`config.mk`:
```
export PLATFORM = sky130hd
export DESIGN_NAME = hazard_ctrl
export DESIGN_NICKNAME = d
export VERILOG_FILES = /design/src/rtl/hazard_pkg.sv /design/src/rtl/hazard_sat_counter.sv /design/src/rtl/hazard_ctrl.sv
export SDC_FILE = /design/constraint.sdc
export NUM_CORES = 1
export LEC_CHECK = 0
export BUFFER_PORTS_ARGS = -buffer_cell sky130_fd_sc_hd__buf_2
export CAP_MARGIN = 20
export CORE_MARGIN = 2
export CORE_UTILIZATION = 29
export DETAILED_ROUTE_END_ITERATION = 7
export HOLD_SLACK_MARGIN = 0.05
export PLACE_DENSITY = 0.75
export SLEW_MARGIN = 5
export SYNTH_ARGS = -nofsm -noshare
export SYNTH_HDL_FRONTEND = slang
export SYNTH_SLANG_ARGS = --single-unit
```
`constraint.sdc`:
```
create_clock -name clk_i -period 1 [get_ports clk_i]
set_input_delay 0.05 -clock clk_i [delete_from_list [all_inputs] [get_ports clk_i]]
set_output_delay 0.05 -clock clk_i [all_outputs]
set_load 0.02 [all_outputs]
```
`src/rtl/hazard_pkg.sv`:
```
// Shared types and widths for the pipeline hazard controller.
package hazard_pkg;

    localparam int REG_ADDR_W = 5;
    localparam int CNT_W      = 16;

    typedef enum logic [1:0] {
        RUN   = 2'd0,
        STALL = 2'd1,
        FLUSH = 2'd2
    } state_t;

endpackage

```
`src/rtl/hazard_sat_counter.sv`:
```
// Saturating event counter with synchronous reset, clear and count enable.
module hazard_sat_counter import hazard_pkg::*; (
    input  logic             clk,
    input  logic             rst,
    input  logic             clr,
    input  logic             en,
    output logic [CNT_W-1:0] count
);

    localparam logic [CNT_W-1:0] MAX = '1;

    // Clear wins over increment; the count sticks at all-ones instead of wrapping.
    always_ff @(posedge clk) begin
        if (rst || clr) begin
            count <= '0;
        end else if (en && (count != MAX)) begin
            count <= count + 1'b1;
        end
    end

endmodule

```
`src/rtl/hazard_ctrl.sv`:
```
// Load-use stall / taken-branch flush controller for a 5-stage pipeline.
// Define HAZARD_PERF_CNT_EN to build the stall/flush event counters.
module hazard_ctrl import hazard_pkg::*; (
    input  logic                  clk_i,
    input  logic                  rst_i,
    input  logic                  freeze_i,
    input  logic [REG_ADDR_W-1:0] ifid_rs_i,
    input  logic [REG_ADDR_W-1:0] ifid_rt_i,
    input  logic                  ifid_uses_rt_i,
    input  logic                  idex_mem_read_i,
    input  logic [REG_ADDR_W-1:0] idex_rt_i,
    input  logic                  branch_taken_i,
    input  logic                  cnt_clr_i,
    output logic                  pc_write_o,
    output logic                  ifid_write_o,
    output logic                  ifid_flush_o,
    output logic                  idex_flush_o,
    output logic                  exmem_flush_o,
    output logic [1:0]            state_o,
    output logic [CNT_W-1:0]      stall_cnt_o,
    output logic [CNT_W-1:0]      flush_cnt_o
);

    state_t state;
    state_t next_state;
    logic   load_use;
    logic   stall_inc;
    logic   flush_inc;

    assign load_use = idex_mem_read_i && (idex_rt_i != '0) &&
                      ((idex_rt_i == ifid_rs_i) ||
                       (ifid_uses_rt_i && (idex_rt_i == ifid_rt_i)));

    always_ff @(posedge clk_i) begin
        if (rst_i) begin
            state <= RUN;
        end else begin
            state <= next_state;
        end
    end

    // Priority: reset, then freeze, then branch, then load-use.
    always_comb begin
        next_state    = state;
        pc_write_o    = 1'b1;
        ifid_write_o  = 1'b1;
        ifid_flush_o  = 1'b0;
        idex_flush_o  = 1'b0;
        exmem_flush_o = 1'b0;
        stall_inc     = 1'b0;
        flush_inc     = 1'b0;

        if (rst_i) begin
            next_state    = RUN;
            pc_write_o    = 1'b0;
            ifid_write_o  = 1'b0;
            ifid_flush_o  = 1'b1;
            idex_flush_o  = 1'b1;
            exmem_flush_o = 1'b1;
        end else if (freeze_i) begin
            pc_write_o   = 1'b0;
            ifid_write_o = 1'b0;
        end else begin
            case (state)
                RUN, STALL: begin
                    if (branch_taken_i) begin
                        ifid_flush_o  = 1'b1;
                        idex_flush_o  = 1'b1;
                        exmem_flush_o = 1'b1;
                        next_state    = FLUSH;
                        flush_inc     = 1'b1;
                    end else if (load_use && (state == RUN)) begin
                        pc_write_o   = 1'b0;
                        ifid_write_o = 1'b0;
                        idex_flush_o = 1'b1;
                        next_state   = STALL;
                        stall_inc    = 1'b1;
                    end else begin
                        next_state = RUN;
                    end
                end
                FLUSH: begin
                    next_state = RUN;
                end
                default: begin
                    next_state = RUN;
                end
            endcase
        end
    end

    assign state_o = rst_i ? 2'(RUN) : 2'(state);

`ifdef HAZARD_PERF_CNT_EN
    logic cnt_clr;

    // A frozen pipeline holds its counters, including against a clear request.
    assign cnt_clr = cnt_clr_i && !freeze_i;

    hazard_sat_counter u_stall_cnt (
        .clk   (clk_i),
        .rst   (rst_i),
        .clr   (cnt_clr),
        .en    (stall_inc),
        .count (stall_cnt_o)
    );

    hazard_sat_counter u_flush_cnt (
        .clk   (clk_i),
        .rst   (rst_i),
        .clr   (cnt_clr),
        .en    (flush_inc),
        .count (flush_cnt_o)
    );
`else
    logic unused_cnt;

    assign unused_cnt  = cnt_clr_i ^ stall_inc ^ flush_inc;
    assign stall_cnt_o = '0;
    assign flush_cnt_o = '0;
`endif

endmodule

```
## After elaboration in Yosys (flattened, before gate mapping)

Cells that the tools add are included.

| word-level totals | value |
|---|---|
| register bits | 2 |
| bits of input ports | 22 |
| output and inout bits | 39 |

| cells by class | value |
|---|---|
| equality and inequality tests | 3 |
| multiplexer cells | 18 |
| reductions and logical operators | 8 |

Operators by type and width:

| cell | count |
|---|---|
| $mux W1 | 15 |
| $eq A5 B5 Y1 | 2 |
| $mux W2 | 3 |
| $reduce_bool A5 Y1 | 1 |
| $logic_and A1 B1 Y1 | 4 |
| $eq A2 B1 Y1 const B | 1 |
| $logic_not A2 Y1 | 1 |
| $reduce_or A2 Y1 | 1 |
| $logic_or A1 B1 Y1 | 1 |

## Longest topological paths before layout

Gate-level depths: netlist (run 1).

| logic depth | value |
|---|---|
| depth after elaboration | 10 |
| mapped depth | 5 |
| depth with buffers taken out | 4 |

## Worst setup path before layout (run 1)

No wires, ideal clock.

| path | value |
|---|---|
| path kind | in2out |
| from | in idex_rt_i[3] |
| to | out pc_write_o |
| arrival time | 1.206 ns |
| data required time | 0.950 ns |
| path slack | -0.256 ns |
| stages | 4 |
| buffers on the path | 1 |
| cells stage by stage | or4_1 -> o211ai_2 -> o31a_1 -> buf_4 |

| between the ends | value |
|---|---|
| longest elaborated chain between the ends | 10 |

Ends and longest elaborated chain:

| item | line | source |
|---|---|---|
| from (decl) | hazard_ctrl.sv:11 | `input logic [REG_ADDR_W-1:0] idex_rt_i,` |
| $eq A5 B5 Y1 | hazard_ctrl.sv:32 | `(ifid_uses_rt_i && (idex_rt_i == ifid_rt_i)));` |
| $logic_and A1 B1 Y1 | hazard_ctrl.sv:32 |  |
| $logic_or A1 B1 Y1 | hazard_ctrl.sv:31 | `((idex_rt_i == ifid_rs_i) \|\|` |
| $logic_and A1 B1 Y1 * | hazard_ctrl.sv:30 | `assign load_use = idex_mem_read_i && (idex_rt_i != '0) &&` |
| $logic_and A1 B1 Y1 * | hazard_ctrl.sv:72 | `end else if (load_use && (state == RUN)) begin` |
| $mux W1 * (5 in a row) | n/a |  |
| to (decl) | hazard_ctrl.sv:14 | `output logic pc_write_o,` |

Every way passes the cells marked *; elsewhere a longest branch is shown, timed or not.

## Final worst setup path (run 1)

| path | value |
|---|---|
| from | in idex_rt_i[1] |
| to | out pc_write_o |

| between the ends | value |
|---|---|
| longest elaborated chain between the ends | 10 |

Ends and longest elaborated chain:

| item | line | source |
|---|---|---|
| $eq A5 B5 Y1 | hazard_ctrl.sv:32 |  |
| $logic_and A1 B1 Y1 | hazard_ctrl.sv:32 |  |
| $logic_or A1 B1 Y1 | hazard_ctrl.sv:31 |  |
| $logic_and A1 B1 Y1 * | hazard_ctrl.sv:30 |  |
| $logic_and A1 B1 Y1 * | hazard_ctrl.sv:72 |  |
| $mux W1 * | hazard_ctrl.sv:72 |  |
| $mux W1 * | hazard_ctrl.sv:66 | `if (branch_taken_i) begin` |
| $mux W1 * | hazard_ctrl.sv:64 | `case (state)` |
| $mux W1 * | hazard_ctrl.sv:60 | `end else if (freeze_i) begin` |
| $mux W1 * | hazard_ctrl.sv:53 | `if (rst_i) begin` |

Marks and branches as above.

==> results of run 1 <==
-- metrics by stage --
stage | TNS, ns | utilization (%) | power, mW | setup WS, ns | hold slack (ns)
detailed placement | -1.25 | 33.9 | 0.360 | -0.313 | 0.295
global route | -1.89 | 41.4 | 0.639 | -0.386 | 0.123
finish | -1.37 | 41.4 | 0.594 | -0.288 | 0.0930
floorplan | -0.622 | - | 0.367 | -0.254 | 0.122
global placement | -1.21 | 33.9 | 0.356 | -0.324 | 0.280
CTS | -1.42 | 40.3 | 0.590 | -0.288 | 0.0789
-- layout make-up --
| type | instances | area, sq um | share of cell area [%] |
|---|---|---|---|
| Multi-Input combinational cell | 61 | 358 | 51.2 |
| Timing Repair Buffer | 35 | 253 | 36.1 |
| Sequential cell | 2 | 41.3 | 5.90 |
| Clock buffer | 3 | 22.5 | 3.22 |
| Tap cell | 17 | 21.3 | 3.04 |
| Inverter | 1 | 3.75 | 0.537 |
-- critical path, stage by stage --
cell and delay [ns]:
buf_6 0.10, buf_4 0.13, or4_4 0.42, o211ai_2 0.21, o31a_1 0.20, buf_6 0.14
-- layout by cell type, fill, tap and decap left out, types with 2 or more instances in the layout --
cell      count
buf_2        19
buf_4         6
buf_6        10
clkbuf_4      3
conb_1       32
nor2_1        3
nor2_2        2
xor2_1        9
-- power by group --
group	switching, mW	internal [mW]
sequential	0.00207	0.0834
combinational	0.204	0.120
clock	0.0510	0.133
total	0.257	0.337
-- synth_stat cells --
library cell and count:
o31ai_1 1, nor3b_1 1, xor2_1 9, a32oi_1 1
o211ai_2 1, buf_4 34, nor3_1 1, conb_1 1
dfxtp_1 2, inv_1 1, or4_1 2, nor4_1 1
o21ai_1 1, nor2_1 5, a21oi_1 1, nand2_1 1
o31a_1 1, nor2b_1 2, xnor2_1 1
-- worst max-delay path by stage --
stage,start,endpoint,slack (ns),cells past startpoint
final,idex_rt_i[1],pc_write_o,-0.29,6
after detailed placement,idex_rt_i[3],pc_write_o,-0.31,6
after CTS,ifid_rt_i[3],pc_write_o,-0.29,6
after global routing,ifid_rt_i[3],idex_flush_o,-0.39,6
after global placement,idex_rt_i[3],idex_flush_o,-0.32,6
after floorplan,idex_rt_i[3],idex_flush_o,-0.25,4
-- cells by family (layout without fill, tap and decap cells) --
| logic type | count (synthesis) | after routing | synth area share, % |
|---|---|---|---|
| buffers and inverters | 35 | 39 | 51.1 |
| AND/OR/NAND/NOR | 13 | 13 | 13.6 |
| XOR/XNOR | 10 | 10 | 17.3 |
| AO/OA/AOI/OAI | 6 | 6 | 9.38 |
| flip-flops | 2 | 2 | 7.90 |
| other | 1 | 32 | 0.740 |
-- repair_timing --
item / 4_1_cts / 5_1_grt
pin swaps: 5 / 2
setup endpoints to repair: 7 / 9
resized for setup: 18 / 7
gates cloned: 0 / 0
setup buffers: 2 / 2
-- metal layers --
metal	vias to the layer above	part of all wire, %
met5	-	0
met4	0	1.5
met3	2	9.7
met2	34	55
met1	192	33
li1	225	-
==> results.sh, run 1 <==
export IMPL_fin_area_sq_um=699
export IMPL_start_kind="input pin"
export IMPL_fill_cells=179
export IMPL_portBuffers=27
export IMPL_finalWeightedCongestion=0.761
export IMPL_antenna_found_initial=0
export IMPL_clock_sinks=2
export IMPL_worstHoldEndpoint="state[1]"
export IMPL_r2r_end="state[0]"
export IMPL_finalMaxSlewViolations=0
export IMPL_diodes=0
export IMPL_fin_nets=126
export IMPL_synth_area_per_cell_sq_um=7.56
export IMPL_outcome="complete, but fails checks"
export IMPL_worstReg2RegStart="state[1]"
export IMPL_cts_path_max_buffers=2
export IMPL_finalHoldViolations=0
export IMPL_grt_setup_unrepaired="true"
export IMPL_hold_buffers=0
export IMPL_met3_usage_pct=2.38
export IMPL_fp_row_count=15
export IMPL_violations="setup timing"
export IMPL_grt_busiest_layer="met2"
export IMPL_min_from="rst_i"
export IMPL_worst_slack_ns=-0.288
export IMPL_clock_latency_ns=0.23
export IMPL_viasPerCell=3.81
export IMPL_coreArea_sq_um=1690
export IMPL_worstPathRequired_ns=0.95
export IMPL_cp_arrival_ns=1.24
export IMPL_finalNonFillerCells=119
export IMPL_synthCells=67
export IMPL_detailed_place_hpwl_microns=829
export IMPL_period_needed_ns=1.29
export IMPL_area_growth_pct=38.0
export IMPL_ys_seq_elements=2
export IMPL_yosys_top_cells_area="buf_4, xor2_1, dfxtp_1, nor2_1, or4_1"
export IMPL_die_area_sq_um=2100
export IMPL_synth_cell_types=19
export IMPL_yosys_area_top_type="buf_4"
export IMPL_whs_path_depth=2
export IMPL_hold_class="in2reg"
export IMPL_r2r_cells=4
export IMPL_period_share_pct=129
export IMPL_max_freq_mhz=776
export IMPL_reg_top3="state: 2 flops"
export IMPL_r2r_slack_ns=-0.14
export IMPL_placed_cell_area_sq_um=573
export IMPL_critPathCaptureType="output port"
export IMPL_powerDensity_nw_per_um2=849
export IMPL_ys_warn_count=0
export IMPL_yosysTopAreaCellShare_pct=50.4
export IMPL_grt_pass1_wl_microns=1540
export IMPL_vias=453
export IMPL_first_pass_iters=1
export IMPL_seq_area_frac_synth_pct=7.90
export IMPL_cts_tree="built"
export IMPL_cp_max_fo=3
export IMPL_clockRootBuffer="clkbuf_4"
export IMPL_grt_met2_usage_pct=21.7
export IMPL_ios=61
export IMPL_peakVddDrop_mv=0.680
export IMPL_crit_type="in2out"
export IMPL_htree_num_levels=1
export IMPL_largest_reg_flops=2
export IMPL_largest_register="state"
export IMPL_dpl_cell_count=114
export IMPL_chipHeight_microns=45.8
export IMPL_grt_use_total_pct=10.5
export IMPL_finClkSkew_ns=0.00821
export IMPL_drive_above_1_share_pct=47.1
export IMPL_grt_start_max_net_pins=7
export IMPL_fp_dieW_microns=45.8
export IMPL_drt_wl_total_microns=1080
export IMPL_cap_viol_max_count=0
export IMPL_power_leakage_nw=0.380
export IMPL_drtAntennaViolNets=0
export IMPL_first_global_vias=415
export IMPL_drc_errors=0
export IMPL_path_clk_slew_ns=0.03
export IMPL_setup_viol=7
export IMPL_cts_buffers=3
export IMPL_met1_usage_pct=7.73
export IMPL_grt_overflow=0
export IMPL_drt_iter0_drc=0
export IMPL_netlist_area_sq_um=507
export IMPL_start_util_pct=30.0
export IMPL_routedWlPerCell_microns=9.10
No activity file was read; power rests on OpenSTA's default activity.
==> run 2, diff against run 1 <==
--- a/config.mk
+++ b/config.mk
@@ -5,13 +5,15 @@
 export SDC_FILE = /design/constraint.sdc
 export NUM_CORES = 1
 export LEC_CHECK = 0
+export ABC_AREA = 1
 export BUFFER_PORTS_ARGS = -buffer_cell sky130_fd_sc_hd__buf_2
 export CAP_MARGIN = 20
 export CORE_MARGIN = 2
-export CORE_UTILIZATION = 29
+export CORE_UTILIZATION = 32
 export DETAILED_ROUTE_END_ITERATION = 7
+export GPL_ROUTABILITY_DRIVEN = 0
 export HOLD_SLACK_MARGIN = 0.05
-export PLACE_DENSITY = 0.75
+export PLACE_DENSITY = 0.76
 export SLEW_MARGIN = 5
 export SYNTH_ARGS = -nofsm -noshare
 export SYNTH_HDL_FRONTEND = slang
==> run 2 against run 1 <==
Total power down 3.1%. Highest routed layer unchanged. Worst setup slack better by 0.13 ns. Clock power down 5%. The flow still finishes with violations (setup timing). First-iteration DRC count up 6. Combinational power down 4%. Sequential share of layout area about the same. Worst hold slack worse by 0.0047 ns. Clock skew down 0.0057 ns. Utilization about the same. Largest power group unchanged. Count of clock-buffer cells in the layout unchanged. Routed wire length up 1.2%.
==> results.sh, run 2 <==
export IMPL_finalPower_mw=0.576
export IMPL_clock_sinks=2
export IMPL_worstPathRequired_ns=0.95
export IMPL_viasPerCell=3.50
export IMPL_first_pass_iters=2
export IMPL_clock_latency_ns=0.22
export IMPL_grt_setup_unrepaired="true"
export IMPL_r2r_slack_ns=-0.08
export IMPL_start_kind="flip-flop"
export IMPL_synth_area_mux_share_pct=0
export IMPL_area_growth_pct=19.7
export IMPL_multi_input_area_sq_um=377
export IMPL_vias=574
export IMPL_fill_cells=216
export IMPL_drive_above_1_share_pct=33.1
export IMPL_grt_start_max_net_pins=7
export IMPL_startpoint="state[1]"
export IMPL_portBuffers=27
export IMPL_path_delay_family="simple AND/OR/NAND/NOR gates"
export IMPL_whs_path_depth=2
export IMPL_powerDensity_nw_per_um2=796
export IMPL_finClkSkew_ns=0.00247
export IMPL_synth_compound_area_share_pct=3.52
export IMPL_crit_buf_inv=2
export IMPL_grt_pass1_wl_microns=1400
export IMPL_largest_register="state"
export IMPL_synth_area_per_cell_sq_um=5.54
export IMPL_yosysTopAreaCellShare_pct=42.2
export IMPL_cap_viol_max_count=0
export IMPL_ys_warn_count=0
export IMPL_max_freq_mhz=863
export IMPL_ios=61
export IMPL_cp_max_fo=4
export IMPL_antenna_found_initial=0
export IMPL_cp_num_cells=7
export IMPL_worstReg2RegStart="state[1]"
export IMPL_peakVddDrop_mv=0.550
export IMPL_regArea_sq_um=42.5
export IMPL_drc_errors=0
export IMPL_diodes=0
export IMPL_cts_path_max_buffers=2
export IMPL_fp_row_count=15
export IMPL_start_util_pct=34.6
export IMPL_drt_wl_total_microns=1100
export IMPL_finalHoldViolations=0
export IMPL_synthXorXnorAreaFrac_pct=1.45
export IMPL_r2r_cells=7
export IMPL_cts_buffers=3
export IMPL_critPathCaptureType="output port"
export IMPL_crit_path_end="ifid_write_o"
export IMPL_die_area_sq_um=2250
export IMPL_path_cells="nor2_2 > nand3_2 > inv_2 > nand3_2 > nand2_2 > nor2_4 > buf_6"
export IMPL_reg_top3="state: 2 flops"
export IMPL_cp_slowest_cell="dfxtp_2"
export IMPL_finalMaxSlewViolations=0
export IMPL_cp_arrival_ns=1.11
export IMPL_power_leakage_nw=0.489
export IMPL_worst_slack_ns=-0.159
export IMPL_synth_edff_count=0
export IMPL_hold_class="in2reg"
export IMPL_final_cell_mix="conb_1, nand2_1, buf_2, inv_1, nor2_1"
export IMPL_clockRootBuffer="clkbuf_4"
export IMPL_path_clk_slew_ns=0.03
export IMPL_synthTopCellsByCount="buf_4, nand2_1, inv_1"
export IMPL_drtAntennaViolNets=0
export IMPL_netlist_area_sq_um=604
export IMPL_slowest_delay_ns=0.33
export IMPL_htree_num_levels=1
export IMPL_period_needed_ns=1.16
export IMPL_synth_cell_types=16
export IMPL_drt_iter0_drc=6
export IMPL_synthArstFlopShare_pct=0
export IMPL_crit_top_cell="nand3_2"
export IMPL_seq_area_frac_synth_pct=6.63
export IMPL_place_ws_ns=0.00318
export IMPL_detailed_place_hpwl_microns=906
export IMPL_yosys_area_top_type="buf_4"
export IMPL_crit_type="reg2out"
export IMPL_ys_seq_elements=2
export IMPL_hold_buffers=0
export IMPL_chipHeight_microns=47.5
export IMPL_coreArea_sq_um=1750
export IMPL_hold_worst_slack_ns=0.0883
export IMPL_synth_top_family_by_area="buffers and inverters"
export IMPL_fp_dieW_microns=47.5
export IMPL_violations="setup timing"
export IMPL_grt_overflow=0
export IMPL_first_global_vias=393
export IMPL_r2r_end="state[0]"
export IMPL_synth_main_ff_cell="dfxtp_1"
export IMPL_synthCells=109
export IMPL_layout_commonest_cell="conb_1"
export IMPL_setup_viol=6
export IMPL_synth_adder_area_share_pct=0
export IMPL_yosys_top_cells_area="buf_4, nand2_1, inv_1, nor2_1, dfxtp_1"
export IMPL_outcome="complete, but fails checks"
export IMPL_routedWlPerCell_microns=6.68
export IMPL_fin_nets=163
export IMPL_grt_use_total_pct=8.94
export IMPL_synth_simple_area_share_pct=33.7
export IMPL_cts_tree="built"
export IMPL_period_share_pct=116
export IMPL_yosysMostFrequentCell="buf_4"
export IMPL_largest_reg_flops=2
## run 2: cell types whose count changed after synthesis, moves of 2 or more
cell / delta
xor2_1: -9
nand3_1: +4
or4_1: -2
nand2_2: +2
nor2b_1: -2
nor2_1: +10
nand2_1: +24
inv_1: +17
## run 2: where the power goes
| group | internal, mW | leakage [nW] | switching, mW |
|---|---|---|---|
| clock | 0.132 | 0.0138 | 0.0423 |
| sequential | 0.0858 | 0.0172 | 0.00442 |
| combinational | 0.0925 | 0.458 | 0.219 |
## run 2: worst register-to-register path: cells and delay by family, from the launching register on
kind | cells | cell delay (ns)
AO/OA/AOI/OAI | 1 | 0.11
buffers and inverters | 3 | 0.32
flip-flops | 1 | 0.33
AND/OR/NAND/NOR | 3 | 0.25
## run 2: repair_timing
action,CTS,global route
gates resized for setup,6,5
setup buffers,1,1
gates cloned,0,0
pin swaps,4,3
setup endpoints to repair,5,6
## run 2: logic make-up after synthesis
kind of cell           count (synthesis)
AO/OA/AOI/OAI                          3
flip-flops                             2
other                                  1
buffers and inverters                 53
AND/OR/NAND/NOR                       49
XOR/XNOR                               1
## run 2: layout make-up
| cell class | instances | area share, % |
|---|---|---|
| Sequential cell | 2 | 5.88 |
| Clock buffer | 3 | 3.11 |
| Inverter | 19 | 9.86 |
| Tap cell | 25 | 4.33 |
| Timing Repair Buffer | 30 | 24.7 |
| Multi-Input combinational cell | 85 | 52.1 |
## run 2: worst min-delay path by stage
stage / startpoint / to / slack, ns
6_report: rst_i / state[1] / 0.09
3_5_place_dp: rst_i / state[1] / 0.32
2_1_floorplan: rst_i / state[1] / 0.11
3_3_place_gp: rst_i / state[1] / 0.32
4_1_cts: rst_i / state[1] / 0.09
5_1_grt: rst_i / state[1] / 0.12
## run 2: routing by layer
metal | GRT usage, % | vias to the layer above | share of wire [%]
met4 | 6.67 | 0 | 1.6
met5 | 0 | - | 0
li1 | - | 312 | -
met1 | 11.1 | 229 | 41
met3 | 1.13 | 2 | 10
met2 | 14.1 | 31 | 47
## run 2: metrics by stage
| stage | cells | TNS, ns | util, % | instance area [sq um] |
|---|---|---|---|---|
| final | 164 | -0.718 | 41.4 | 723 |
| after global routing | 164 | -1.22 | 41.4 | 723 |
| after CTS | 163 | -0.880 | 40.1 | 701 |
| after detailed placement | 159 | 0 | 37.3 | 652 |
| after global placement | 159 | -0.00293 | 37.3 | 652 |
| after floorplan | 140 | 0 | - | 737 |
